===== config.mk =====
export PLATFORM = sky130hd
export DESIGN_NAME = mips_pipe_control_flat
export DESIGN_NICKNAME = d
export VERILOG_FILES = /design/src/rtl/mips_ctrl_pkg.sv /design/src/rtl/mips_pipe_control_if.sv /design/src/rtl/mips_ctrl_decode.sv /design/src/rtl/mips_pipe_control.sv /design/src/flat_wrapper.sv
export SDC_FILE = /design/constraint.sdc
export NUM_CORES = 1
export LEC_CHECK = 0
export CELL_PAD_IN_SITES_DETAIL_PLACEMENT = 0
export CELL_PAD_IN_SITES_GLOBAL_PLACEMENT = 1
export CORE_ASPECT_RATIO = 1.5
export CORE_MARGIN = 2
export CORE_UTILIZATION = 35
export DETAILED_ROUTE_END_ITERATION = 8
export MAX_ROUTING_LAYER = met4
export PLACE_DENSITY_LB_ADDON = 0.1
export SYNTH_ARGS = -nofsm -noshare
export SYNTH_HDL_FRONTEND = slang
export SYNTH_SLANG_ARGS = --single-unit
export TNS_END_PERCENT = 1

===== constraint.sdc =====
create_clock -name clk -period 2.4 [get_ports clk]
set_input_delay 0.48 -clock clk [delete_from_list [all_inputs] [get_ports clk]]
set_output_delay 0.48 -clock clk [all_outputs]
set_load 0.02 [all_outputs]

===== src/rtl/mips_ctrl_pkg.sv =====
// Shared control definitions for the pipelined MIPS control path: opcodes,
// the per-instruction control bundle, and the bubble constant.
package mips_ctrl_pkg;

  localparam int unsigned CTRL_ALUOP_W = 6;

  localparam logic [5:0] OP_RTYPE = 6'h00;
  localparam logic [5:0] OP_J     = 6'h02;
  localparam logic [5:0] OP_BEQ   = 6'h04;
  localparam logic [5:0] OP_BNE   = 6'h05;
  localparam logic [5:0] OP_ADDI  = 6'h08;
  localparam logic [5:0] OP_ORI   = 6'h0d;
  localparam logic [5:0] OP_LUI   = 6'h0f;
  localparam logic [5:0] OP_LW    = 6'h23;
  localparam logic [5:0] OP_SW    = 6'h2b;

  typedef struct packed {
    logic                    RegDst;
    logic                    ALUSrc;
    logic                    MemtoReg;
    logic                    RegWrite;
    logic                    MemRead;
    logic                    MemWrite;
    logic                    BranchNE;
    logic                    BranchEQ;
    logic [CTRL_ALUOP_W-1:0] ALUOp;
  } ctrl_bundle_t;

  localparam ctrl_bundle_t CTRL_BUBBLE = '0;

  // Instructions whose rt field is a source operand (load-use candidates on rt).
  function automatic logic usesRt(input logic [5:0] op);
    return op inside {OP_RTYPE, OP_SW, OP_BEQ, OP_BNE};
  endfunction

endpackage


===== src/rtl/mips_pipe_control_if.sv =====
// Control-path bus between the pipeline controller (master) and the datapath (slave).
// Perf counter signals exist only when CTRL_PERF_CNT_EN is defined.
interface mips_pipe_control_if #(
  parameter int unsigned OP_W    = 6,
  parameter int unsigned ALUOP_W = 6,
  parameter int unsigned REG_W   = 5
`ifdef CTRL_PERF_CNT_EN
  , parameter int unsigned CNT_W = 16
`endif
);
  logic [OP_W-1:0]    OP;
  logic [REG_W-1:0]   id_rs;
  logic [REG_W-1:0]   id_rt;
  logic [REG_W-1:0]   id_rd;
  logic               ex_zero;
  logic               stall;
  logic               ifid_flush;
  logic               branch_taken;
  logic               jump;
  logic               ex_RegDst;
  logic               ex_ALUSrc;
  logic [ALUOP_W-1:0] ex_ALUOp;
  logic [REG_W-1:0]   ex_dest;
  logic               mem_MemRead;
  logic               mem_MemWrite;
  logic [REG_W-1:0]   mem_dest;
  logic               wb_MemtoReg;
  logic               wb_RegWrite;
  logic [REG_W-1:0]   wb_dest;
`ifdef CTRL_PERF_CNT_EN
  logic [CNT_W-1:0]   stall_cnt;
  logic [CNT_W-1:0]   flush_cnt;
`endif

  modport master (
    input  OP, id_rs, id_rt, id_rd, ex_zero,
    output stall, ifid_flush, branch_taken, jump,
    output ex_RegDst, ex_ALUSrc, ex_ALUOp, ex_dest,
    output mem_MemRead, mem_MemWrite, mem_dest,
    output wb_MemtoReg, wb_RegWrite, wb_dest
`ifdef CTRL_PERF_CNT_EN
    , output stall_cnt, flush_cnt
`endif
  );

  modport slave (
    output OP, id_rs, id_rt, id_rd, ex_zero,
    input  stall, ifid_flush, branch_taken, jump,
    input  ex_RegDst, ex_ALUSrc, ex_ALUOp, ex_dest,
    input  mem_MemRead, mem_MemWrite, mem_dest,
    input  wb_MemtoReg, wb_RegWrite, wb_dest
`ifdef CTRL_PERF_CNT_EN
    , input stall_cnt, flush_cnt
`endif
  );

endinterface


===== src/rtl/mips_ctrl_decode.sv =====
// Combinational opcode decoder: ID-stage opcode to control bundle.
// Unknown opcodes and J produce an all-zero bundle.
module mips_ctrl_decode
  import mips_ctrl_pkg::*;
(
  input  logic [5:0]   op,
  output ctrl_bundle_t ctrl
);

  always_comb begin
    ctrl = CTRL_BUBBLE;
    case (op)
      OP_RTYPE: begin
        ctrl.RegDst   = 1'b1;
        ctrl.RegWrite = 1'b1;
      end
      OP_BEQ: begin
        ctrl.BranchEQ = 1'b1;
        ctrl.ALUOp    = op;
      end
      OP_BNE: begin
        ctrl.BranchNE = 1'b1;
        ctrl.ALUOp    = op;
      end
      OP_ADDI, OP_ORI, OP_LUI: begin
        ctrl.ALUSrc   = 1'b1;
        ctrl.RegWrite = 1'b1;
        ctrl.ALUOp    = op;
      end
      OP_LW: begin
        ctrl.ALUSrc   = 1'b1;
        ctrl.MemtoReg = 1'b1;
        ctrl.RegWrite = 1'b1;
        ctrl.MemRead  = 1'b1;
        ctrl.ALUOp    = op;
      end
      OP_SW: begin
        ctrl.ALUSrc   = 1'b1;
        ctrl.MemWrite = 1'b1;
        ctrl.ALUOp    = op;
      end
      default: ctrl = CTRL_BUBBLE;
    endcase
  end

endmodule


===== src/rtl/mips_pipe_control.sv =====
// 5-stage MIPS pipeline controller: decode, ID/EX-EX/MEM-MEM/WB control registers,
// load-use stall, branch (EX) / jump (ID) flush. Optional perf counters: CTRL_PERF_CNT_EN.
module mips_pipe_control
  import mips_ctrl_pkg::*;
#(
  parameter int unsigned OP_W    = 6,
  parameter int unsigned ALUOP_W = 6,
  parameter int unsigned REG_W   = 5
`ifdef CTRL_PERF_CNT_EN
  , parameter int unsigned CNT_W = 16
`endif
) (
  input  logic                 clk,
  input  logic                 reset,
  mips_pipe_control_if.master  bus
);

  logic [OP_W-1:0]  idOpFull;
  logic [5:0]       idOp;
  ctrl_bundle_t     idCtrl;
  logic [REG_W-1:0] idDest;

  ctrl_bundle_t     exCtrl;
  logic [REG_W-1:0] exDest;
  logic [REG_W-1:0] exRt;
  logic             memRead, memWrite, memMemtoReg, memRegWrite;
  logic [REG_W-1:0] memDest;
  logic             wbMemtoReg, wbRegWrite;
  logic [REG_W-1:0] wbDest;

  logic branchTaken, loadUse, stallInt, jumpInt, insertBubble;

  assign idOpFull = bus.OP;
  assign idOp     = 6'(idOpFull);

  mips_ctrl_decode uDecode (
    .op   (idOp),
    .ctrl (idCtrl)
  );

  // Opcodes that decode to a bubble (unknown, J) carry no destination either.
  assign idDest = (idCtrl == CTRL_BUBBLE) ? '0
                : (idCtrl.RegDst ? bus.id_rd : bus.id_rt);

  assign branchTaken = (exCtrl.BranchEQ & bus.ex_zero) | (exCtrl.BranchNE & ~bus.ex_zero);
  assign loadUse     = exCtrl.MemRead && (exRt != '0) &&
                       ((exRt == bus.id_rs) || ((exRt == bus.id_rt) && usesRt(idOp)));
  assign stallInt     = loadUse & ~branchTaken;
  assign jumpInt      = (idOp == OP_J) & ~branchTaken & ~stallInt & ~reset;
  assign insertBubble = branchTaken | stallInt;

  always_ff @(posedge clk or posedge reset) begin
    if (reset) begin
      exCtrl      <= CTRL_BUBBLE;
      exDest      <= '0;
      exRt        <= '0;
      memRead     <= 1'b0;
      memWrite    <= 1'b0;
      memMemtoReg <= 1'b0;
      memRegWrite <= 1'b0;
      memDest     <= '0;
      wbMemtoReg  <= 1'b0;
      wbRegWrite  <= 1'b0;
      wbDest      <= '0;
    end else begin
      exCtrl      <= insertBubble ? CTRL_BUBBLE : idCtrl;
      exDest      <= insertBubble ? '0 : idDest;
      exRt        <= insertBubble ? '0 : bus.id_rt;
      memRead     <= exCtrl.MemRead;
      memWrite    <= exCtrl.MemWrite;
      memMemtoReg <= exCtrl.MemtoReg;
      memRegWrite <= exCtrl.RegWrite;
      memDest     <= exDest;
      wbMemtoReg  <= memMemtoReg;
      wbRegWrite  <= memRegWrite;
      wbDest      <= memDest;
    end
  end

  assign bus.stall        = stallInt;
  assign bus.branch_taken = branchTaken;
  assign bus.jump         = jumpInt;
  assign bus.ifid_flush   = branchTaken | jumpInt;
  assign bus.ex_RegDst    = exCtrl.RegDst;
  assign bus.ex_ALUSrc    = exCtrl.ALUSrc;
  assign bus.ex_ALUOp     = ALUOP_W'(exCtrl.ALUOp);
  assign bus.ex_dest      = exDest;
  assign bus.mem_MemRead  = memRead;
  assign bus.mem_MemWrite = memWrite;
  assign bus.mem_dest     = memDest;
  assign bus.wb_MemtoReg  = wbMemtoReg;
  assign bus.wb_RegWrite  = wbRegWrite;
  assign bus.wb_dest      = wbDest;

`ifdef CTRL_PERF_CNT_EN
  logic [CNT_W-1:0] stallCnt, flushCnt;

  always_ff @(posedge clk or posedge reset) begin
    if (reset) begin
      stallCnt <= '0;
      flushCnt <= '0;
    end else begin
      if (stallInt && (stallCnt != '1))
        stallCnt <= stallCnt + CNT_W'(1);
      if ((branchTaken | jumpInt) && (flushCnt != '1))
        flushCnt <= flushCnt + CNT_W'(1);
    end
  end

  assign bus.stall_cnt = stallCnt;
  assign bus.flush_cnt = flushCnt;
`endif

endmodule

===== src/flat_wrapper.sv =====
// flat-port wrapper written by rule: the top's interface ports become plain ports
module mips_pipe_control_flat import mips_ctrl_pkg::*;
#(
  parameter int unsigned OP_W    = 6,
  parameter int unsigned ALUOP_W = 6,
  parameter int unsigned REG_W   = 5

)
  (clk, reset, bus_OP, bus_id_rs, bus_id_rt, bus_id_rd, bus_ex_zero, bus_stall, bus_ifid_flush, bus_branch_taken, bus_jump, bus_ex_RegDst, bus_ex_ALUSrc, bus_ex_ALUOp, bus_ex_dest, bus_mem_MemRead, bus_mem_MemWrite, bus_mem_dest, bus_wb_MemtoReg, bus_wb_RegWrite, bus_wb_dest);
  mips_pipe_control_if #(.OP_W(OP_W), .ALUOP_W(ALUOP_W), .REG_W(REG_W)) bus_i ();
  input  logic clk;
  input  logic reset;
  input wire logic [$bits(bus_i.OP)-1:0] bus_OP;
  input wire logic [$bits(bus_i.id_rs)-1:0] bus_id_rs;
  input wire logic [$bits(bus_i.id_rt)-1:0] bus_id_rt;
  input wire logic [$bits(bus_i.id_rd)-1:0] bus_id_rd;
  input wire logic [$bits(bus_i.ex_zero)-1:0] bus_ex_zero;
  output wire logic [$bits(bus_i.stall)-1:0] bus_stall;
  output wire logic [$bits(bus_i.ifid_flush)-1:0] bus_ifid_flush;
  output wire logic [$bits(bus_i.branch_taken)-1:0] bus_branch_taken;
  output wire logic [$bits(bus_i.jump)-1:0] bus_jump;
  output wire logic [$bits(bus_i.ex_RegDst)-1:0] bus_ex_RegDst;
  output wire logic [$bits(bus_i.ex_ALUSrc)-1:0] bus_ex_ALUSrc;
  output wire logic [$bits(bus_i.ex_ALUOp)-1:0] bus_ex_ALUOp;
  output wire logic [$bits(bus_i.ex_dest)-1:0] bus_ex_dest;
  output wire logic [$bits(bus_i.mem_MemRead)-1:0] bus_mem_MemRead;
  output wire logic [$bits(bus_i.mem_MemWrite)-1:0] bus_mem_MemWrite;
  output wire logic [$bits(bus_i.mem_dest)-1:0] bus_mem_dest;
  output wire logic [$bits(bus_i.wb_MemtoReg)-1:0] bus_wb_MemtoReg;
  output wire logic [$bits(bus_i.wb_RegWrite)-1:0] bus_wb_RegWrite;
  output wire logic [$bits(bus_i.wb_dest)-1:0] bus_wb_dest;
  assign bus_i.OP = bus_OP;
  assign bus_i.id_rs = bus_id_rs;
  assign bus_i.id_rt = bus_id_rt;
  assign bus_i.id_rd = bus_id_rd;
  assign bus_i.ex_zero = bus_ex_zero;
  assign bus_stall = bus_i.stall;
  assign bus_ifid_flush = bus_i.ifid_flush;
  assign bus_branch_taken = bus_i.branch_taken;
  assign bus_jump = bus_i.jump;
  assign bus_ex_RegDst = bus_i.ex_RegDst;
  assign bus_ex_ALUSrc = bus_i.ex_ALUSrc;
  assign bus_ex_ALUOp = bus_i.ex_ALUOp;
  assign bus_ex_dest = bus_i.ex_dest;
  assign bus_mem_MemRead = bus_i.mem_MemRead;
  assign bus_mem_MemWrite = bus_i.mem_MemWrite;
  assign bus_mem_dest = bus_i.mem_dest;
  assign bus_wb_MemtoReg = bus_i.wb_MemtoReg;
  assign bus_wb_RegWrite = bus_i.wb_RegWrite;
  assign bus_wb_dest = bus_i.wb_dest;
  mips_pipe_control #(.OP_W(OP_W), .ALUOP_W(ALUOP_W), .REG_W(REG_W)) u_core (.clk(clk), .reset(reset), .bus(bus_i));
endmodule

# Word-level counts from Yosys, hierarchy flattened
# Cells that the tools add are included.
word_totals:
  inputBits: 24
  ff_bits: 40
  output_inout_bits: 31
op_classes:
  mux: 13
  reduce_logical: 11
  bitwise: 13
  eq_ne: 10
ops:
  columns: ["cell", "n"]
  rows:
  - ["$mux W5", 4]
  - ["$eq A6 B4 Y1 const B", 3]
  - ["$logic_not A14 Y1", 1]
  - ["$mux W14", 1]
  - ["$eq A6 B3 Y1 const B", 2]
  - ["$eq A6 B6 Y1 const B", 2]
  - ["$eq A5 B5 Y1", 2]
  - ["$reduce_or A5 Y1", 2]
  - ["$mux W1", 7]
  - ["$reduce_or A7 Y1", 1]
  - ["$and A1 B1 Y1", 6]
  - ["$eq A6 B2 Y1 const B", 1]
  - ["$logic_not A6 Y1", 1]
  - ["$mux W6", 1]
  - ["$reduce_bool A5 Y1", 1]
  - ["$not A1 Y1", 4]
  - ["$reduce_bool A4 Y1", 1]
  - ["$logic_and A1 B1 Y1", 3]
  - ["$or A1 B1 Y1", 3]
  - ["$logic_or A1 B1 Y1", 1]

# Depth between registers and ports, before layout
logic_depth:
  ltp_word: 10
  ltp_mapped: 6
  mapped_depth_nobuf: 5

# Hierarchy
# A second synthesis with hierarchy kept.
unflattened:
  hier_cells: 179
  area_unflattened_um2: 1993.2
by_module_without_submodules:
  columns: ["module", "seq_area_each_um2", "area_each_um2", "n_inst", "cells_per_inst"]
  rows:
  - ["mips_pipe_control", 1001.0, 1761.7, 1, 141]
  - ["mips_ctrl_decode", 0.0, 231.5, 1, 38]

# Worst setup path after synthesis
# Ideal clock, no wire load.
synth_timing:
  path_type: "reg2out"
  from: "register u_core.exRt[0]"
  to: "output port bus_jump"
  slack_ps: -52
  stages_incl_launch_ff: 6
  required_ps: 1920
  arrival_time_ps: 1972
  cell_sequence: "dfrtp_1 or4_4 o21ai_4 o41ai_1 buf_4 nor3_1"
synth_via:
  elab_chain_len: 8
synth_lines:
  columns: ["item", "line", "source"]
  rows:
  - ["from (decl)", "mips_pipe_control.sv:25", "logic [REG_W-1:0] exRt;"]
  - ["from (signal assigned)", "mips_pipe_control.sv:68", "exRt <= insertBubble ? '0 : bus.id_rt;"]
  - ["$eq A5 B5 Y1", "mips_pipe_control.sv:47", "((exRt == bus.id_rs) || ((exRt == bus.id_rt) && usesRt(idOp)));"]
  - ["$logic_and A1 B1 Y1", "mips_pipe_control.sv:47", null]
  - ["$logic_or A1 B1 Y1", "mips_pipe_control.sv:47", null]
  - ["$logic_and A1 B1 Y1 (*)", "mips_pipe_control.sv:46", "assign loadUse = exCtrl.MemRead && (exRt != '0) &&"]
  - ["$and A1 B1 Y1 (*)", "mips_pipe_control.sv:48", "assign stallInt = loadUse & ~branchTaken;"]
  - ["$not A1 Y1 (*)", "mips_pipe_control.sv:49", "assign jumpInt = (idOp == OP_J) & ~branchTaken & ~stallInt & ~reset;"]
  - ["$and A1 B1 Y1 (*) (2 in series)", "mips_pipe_control.sv:49", null]
  - ["to (decl)", "flat_wrapper.sv:21", "output wire logic [$bits(bus_i.jump)-1:0] bus_jump;"]
# Mark *: on every way between the ends. The rest lies on a longest branch, timed or not.

# Final worst setup path
layout_timing:
  from: "register u_core.exRt[3]"
  to: "output port bus_stall"
layout_via:
  elab_chain_len: 5
layout_lines:
  columns: ["item", "line", "source"]
  rows:
  - ["$eq A5 B5 Y1", "mips_pipe_control.sv:47", null]
  - ["$logic_and A1 B1 Y1", "mips_pipe_control.sv:47", null]
  - ["$logic_or A1 B1 Y1", "mips_pipe_control.sv:47", null]
  - ["$logic_and A1 B1 Y1 (*)", "mips_pipe_control.sv:46", null]
  - ["$and A1 B1 Y1 (*)", "mips_pipe_control.sv:48", null]
  - ["to (decl)", "flat_wrapper.sv:18", "output wire logic [$bits(bus_i.stall)-1:0] bus_stall;"]
# Marks and branches as above.

==> results.sh <==
export IMPL_critPathRequiredTime_ps=1920
export IMPL_area_growth_pct=59.52
export IMPL_syn_nets=161
export IMPL_r2r_setup_slack_ps=160
export IMPL_num_io_pins=55
export IMPL_cts_sinks=38
export IMPL_synth_area_um2=1669
export IMPL_wirelength_um=4474
export IMPL_gr_usage_all_layers=0.1880
export IMPL_syn_inst=137
export IMPL_finalNonFillerCells=289
export IMPL_port_buffers=54
export IMPL_hold_viol_final=0
export IMPL_cts_tree="done"
export IMPL_drv_cap=0
export IMPL_dp_cells=279
export IMPL_row_count=30
export IMPL_period_share=1.044
export IMPL_htree_levels=2
export IMPL_period_minus_slack_ps=2507
export IMPL_holdCritPathClass="register to register"
export IMPL_fmax_mhz=398.9
export IMPL_p_leak_nw=1.263
export IMPL_ir_worst_vdd_mv=0.4035
export IMPL_dieArea_um2=5349
export IMPL_timing_worst_setup_path_type="register to output port"
export IMPL_hpwl_um=3498
export IMPL_crit_path_start_kind="register"
export IMPL_yosysUniqueCellTypes=39
export IMPL_tns_ps=-289.0
export IMPL_r2r_start="u_core.exRt[3]"
export IMPL_grt_pass1_vias=1469
export IMPL_fin_ws_ps=-106.7
export IMPL_rsz0062_at_grt="true"
export IMPL_pwr_density_cell_nw_per_um2=578.2
export IMPL_coreArea_um2=4542
export IMPL_crit_end="bus_stall"
export IMPL_post_drt_wl_per_cell_um=15.48
export IMPL_finalMaxSlewViolations=0
export IMPL_antenna_found_initial=0
export IMPL_start_util=0.3675
export IMPL_status="finished, violations left"
export IMPL_via_per_inst=4.879
export IMPL_arrival_ps=2030
export IMPL_slowest_stage="or4_4"
export IMPL_dpl_instance_area_um2=2492
export IMPL_gp_congestion=0.8760
export IMPL_postCtsHoldBufs=0
export IMPL_synth_most_common_cell="dfrtp_1"
export IMPL_power_mw=1.539
export IMPL_synth_area_top_cells="dfrtp_1, nor3b_2, nor4_1"
export IMPL_failed_checks="negative setup slack"
export IMPL_yosys_most_used_dff="dfrtp_1"
export IMPL_end_kind="output port"
export IMPL_num_vias=1410
export IMPL_synth_top_cell_by_area="dfrtp_1"
export IMPL_drive_above_1_share=0.2889
export IMPL_clock_latency_ps=290
export IMPL_synthArstFlopShare=1.000
export IMPL_synth_edff_count=0
export IMPL_yosys_register_bits=38
export IMPL_clk_pin_slew_ps=80
export IMPL_synth_top_cells_by_count="dfrtp_1, nor3_1, nor4_1"
export IMPL_grt_ovfl_total=0
export IMPL_synth_seq_area_share=0.5697
export IMPL_die_h_um=88.58
export IMPL_dp_worst_setup_slack_ps=-665.3
export IMPL_numCtsBuffers=5
export IMPL_first_iter_violations=57
export IMPL_crit_fanout=3
export IMPL_cts_buffer_depth=2
export IMPL_fin_nets=248
export IMPL_die_w_um=60.39
export IMPL_cpPeakStageDelay_ps=560
export IMPL_nFillCells=422
export IMPL_drc_errors=0
export IMPL_skew_ps=1.932
export IMPL_synth_top_cell_area_share=0.5697
export IMPL_avgSynthCellArea_um2=12.18
export IMPL_finalSetupViolations=3
export IMPL_final_area_um2=2663
export IMPL_r2r_end="u_core.bus.ex_ALUOp[2]"
export IMPL_ys_warnings_count=0
export IMPL_path_cells="or4_4 > o21ai_4 > nor4_2 > buf_4 > o21a_1 > buf_2"
export IMPL_critPathLaunch="u_core.exRt[3]"
export IMPL_rr_worst_depth=7
export IMPL_first_pass_iters=4
export IMPL_grt_pass1_wl_um=7127
export IMPL_ant_nets=0
export IMPL_n_antenna_cell=0
export IMPL_grt_max_degree=39
export IMPL_cts_root_buf="clkbuf_8"
[registers in the layout, summed over array words and instances, names as in the netlist]
register / flops
u_core.exRt: 5
u_core.bus.wb_RegWrite: 1
u_core.memRegWrite: 1
u_core.bus.wb_MemtoReg: 1
u_core.bus.ex_dest: 5
u_core.exCtrl: 5
u_core.bus.mem_MemWrite: 1
u_core.bus.mem_dest: 5
u_core.bus.ex_ALUOp: 6
u_core.bus.ex_ALUSrc: 1
u_core.bus.wb_dest: 5
u_core.memMemtoReg: 1
u_core.bus.ex_RegDst: 1
[through the flow]
step / util / hold slack (ps)
final: 0.5862 / 356.5
after global routing: 0.5862 / 363.0
after CTS: 0.5777 / 359.9
after detailed placement: 0.5488 / 341.8
after global placement: 0.5488 / 336.7
after floorplan: - / 331.2
[power by group]
| group | internal (mW) | switching [mW] | total [mW] |
|---|---|---|---|
| Combinational | 0.119 | 0.108 | 0.227 |
| Clock | 0.416 | 0.228 | 0.644 |
| Sequential | 0.659 | 0.00941 | 0.668 |
| Total | 1.19 | 0.345 | 1.54 |
[repair_timing]
action,CTS,global route
gates resized for setup,21,3
buffers inserted,0,2
gates cloned,0,0
setup endpoints to repair,4,3
pin swaps,3,4
[placed cells by master, fill, tap and decap left out, types with 2 or more instances in the layout]
cell,instances
mux2i_1,5
nor4_1,9
clkbuf_8,5
nor3_1,10
nor4_2,2
nand3_1,2
dlygate4sd2_1,5
nand4_1,5
clkdlybuf4s50_1,46
nand2_1,5
nor2_1,4
nor3b_2,5
xor2_1,3
dfrtp_1,38
xnor2_1,7
inv_1,3
bufinv_16,2
nand2b_1,3
buf_4,40
[cell type report]
class	count	area, um^2	area share
Timing Repair Buffer	93	820.8	0.3083
Multi-Input combinational cell	82	658.1	0.2472
Clock buffer	5	68.82	0.02585
Tap cell	64	80.08	0.03008
Sequential cell	38	950.9	0.3571
Clock inverter	3	68.82	0.02585
Inverter	4	15.01	0.005639
[worst max-delay path: cells and delay by family (launching register included)]
kind	cells	cell delay, ps
flip-flops	1	390
buffers and inverters	2	310
AO/OA/AOI/OAI	2	400
AND/OR/NAND/NOR	2	650
[metal layers]
metal / up-vias / share of wire / track usage
li1: 664 / - / -
met1: 691 / 0.41 / 0.2264
met2: 44 / 0.53 / 0.3053
met3: 11 / 0.040 / 0.03216
met4: 0 / 0.028 / 0.07879
met5: - / 0 / -
[logic make-up (layout without fill, tap and decap cells)]
kind of cell	count (synthesis)	after routing	share of synthesized area
mux	6	6	0.03598
compound gates	13	13	0.06822
flops	38	38	0.5697
simple gates	52	52	0.2099
xor+xnor	10	10	0.05248
other cells	1	1	0.002247
buf+inv	17	105	0.06146
[worst min-delay path by stage]
stage	end	cells after the start	slack (ps)	from
after global routing	u_core.bus.mem_MemWrite	0	360	u_core.exCtrl[8]
after global placement	u_core.memRegWrite	0	340	u_core.exCtrl[10]
final	u_core.bus.mem_MemWrite	0	360	u_core.exCtrl[8]
after detailed placement	u_core.bus.mem_MemWrite	0	340	u_core.exCtrl[8]
after floorplan	u_core.bus.mem_MemWrite	0	330	u_core.exCtrl[8]
after CTS	u_core.bus.mem_MemWrite	0	360	u_core.exCtrl[8]
No activity file was read; power rests on OpenSTA's default activity.
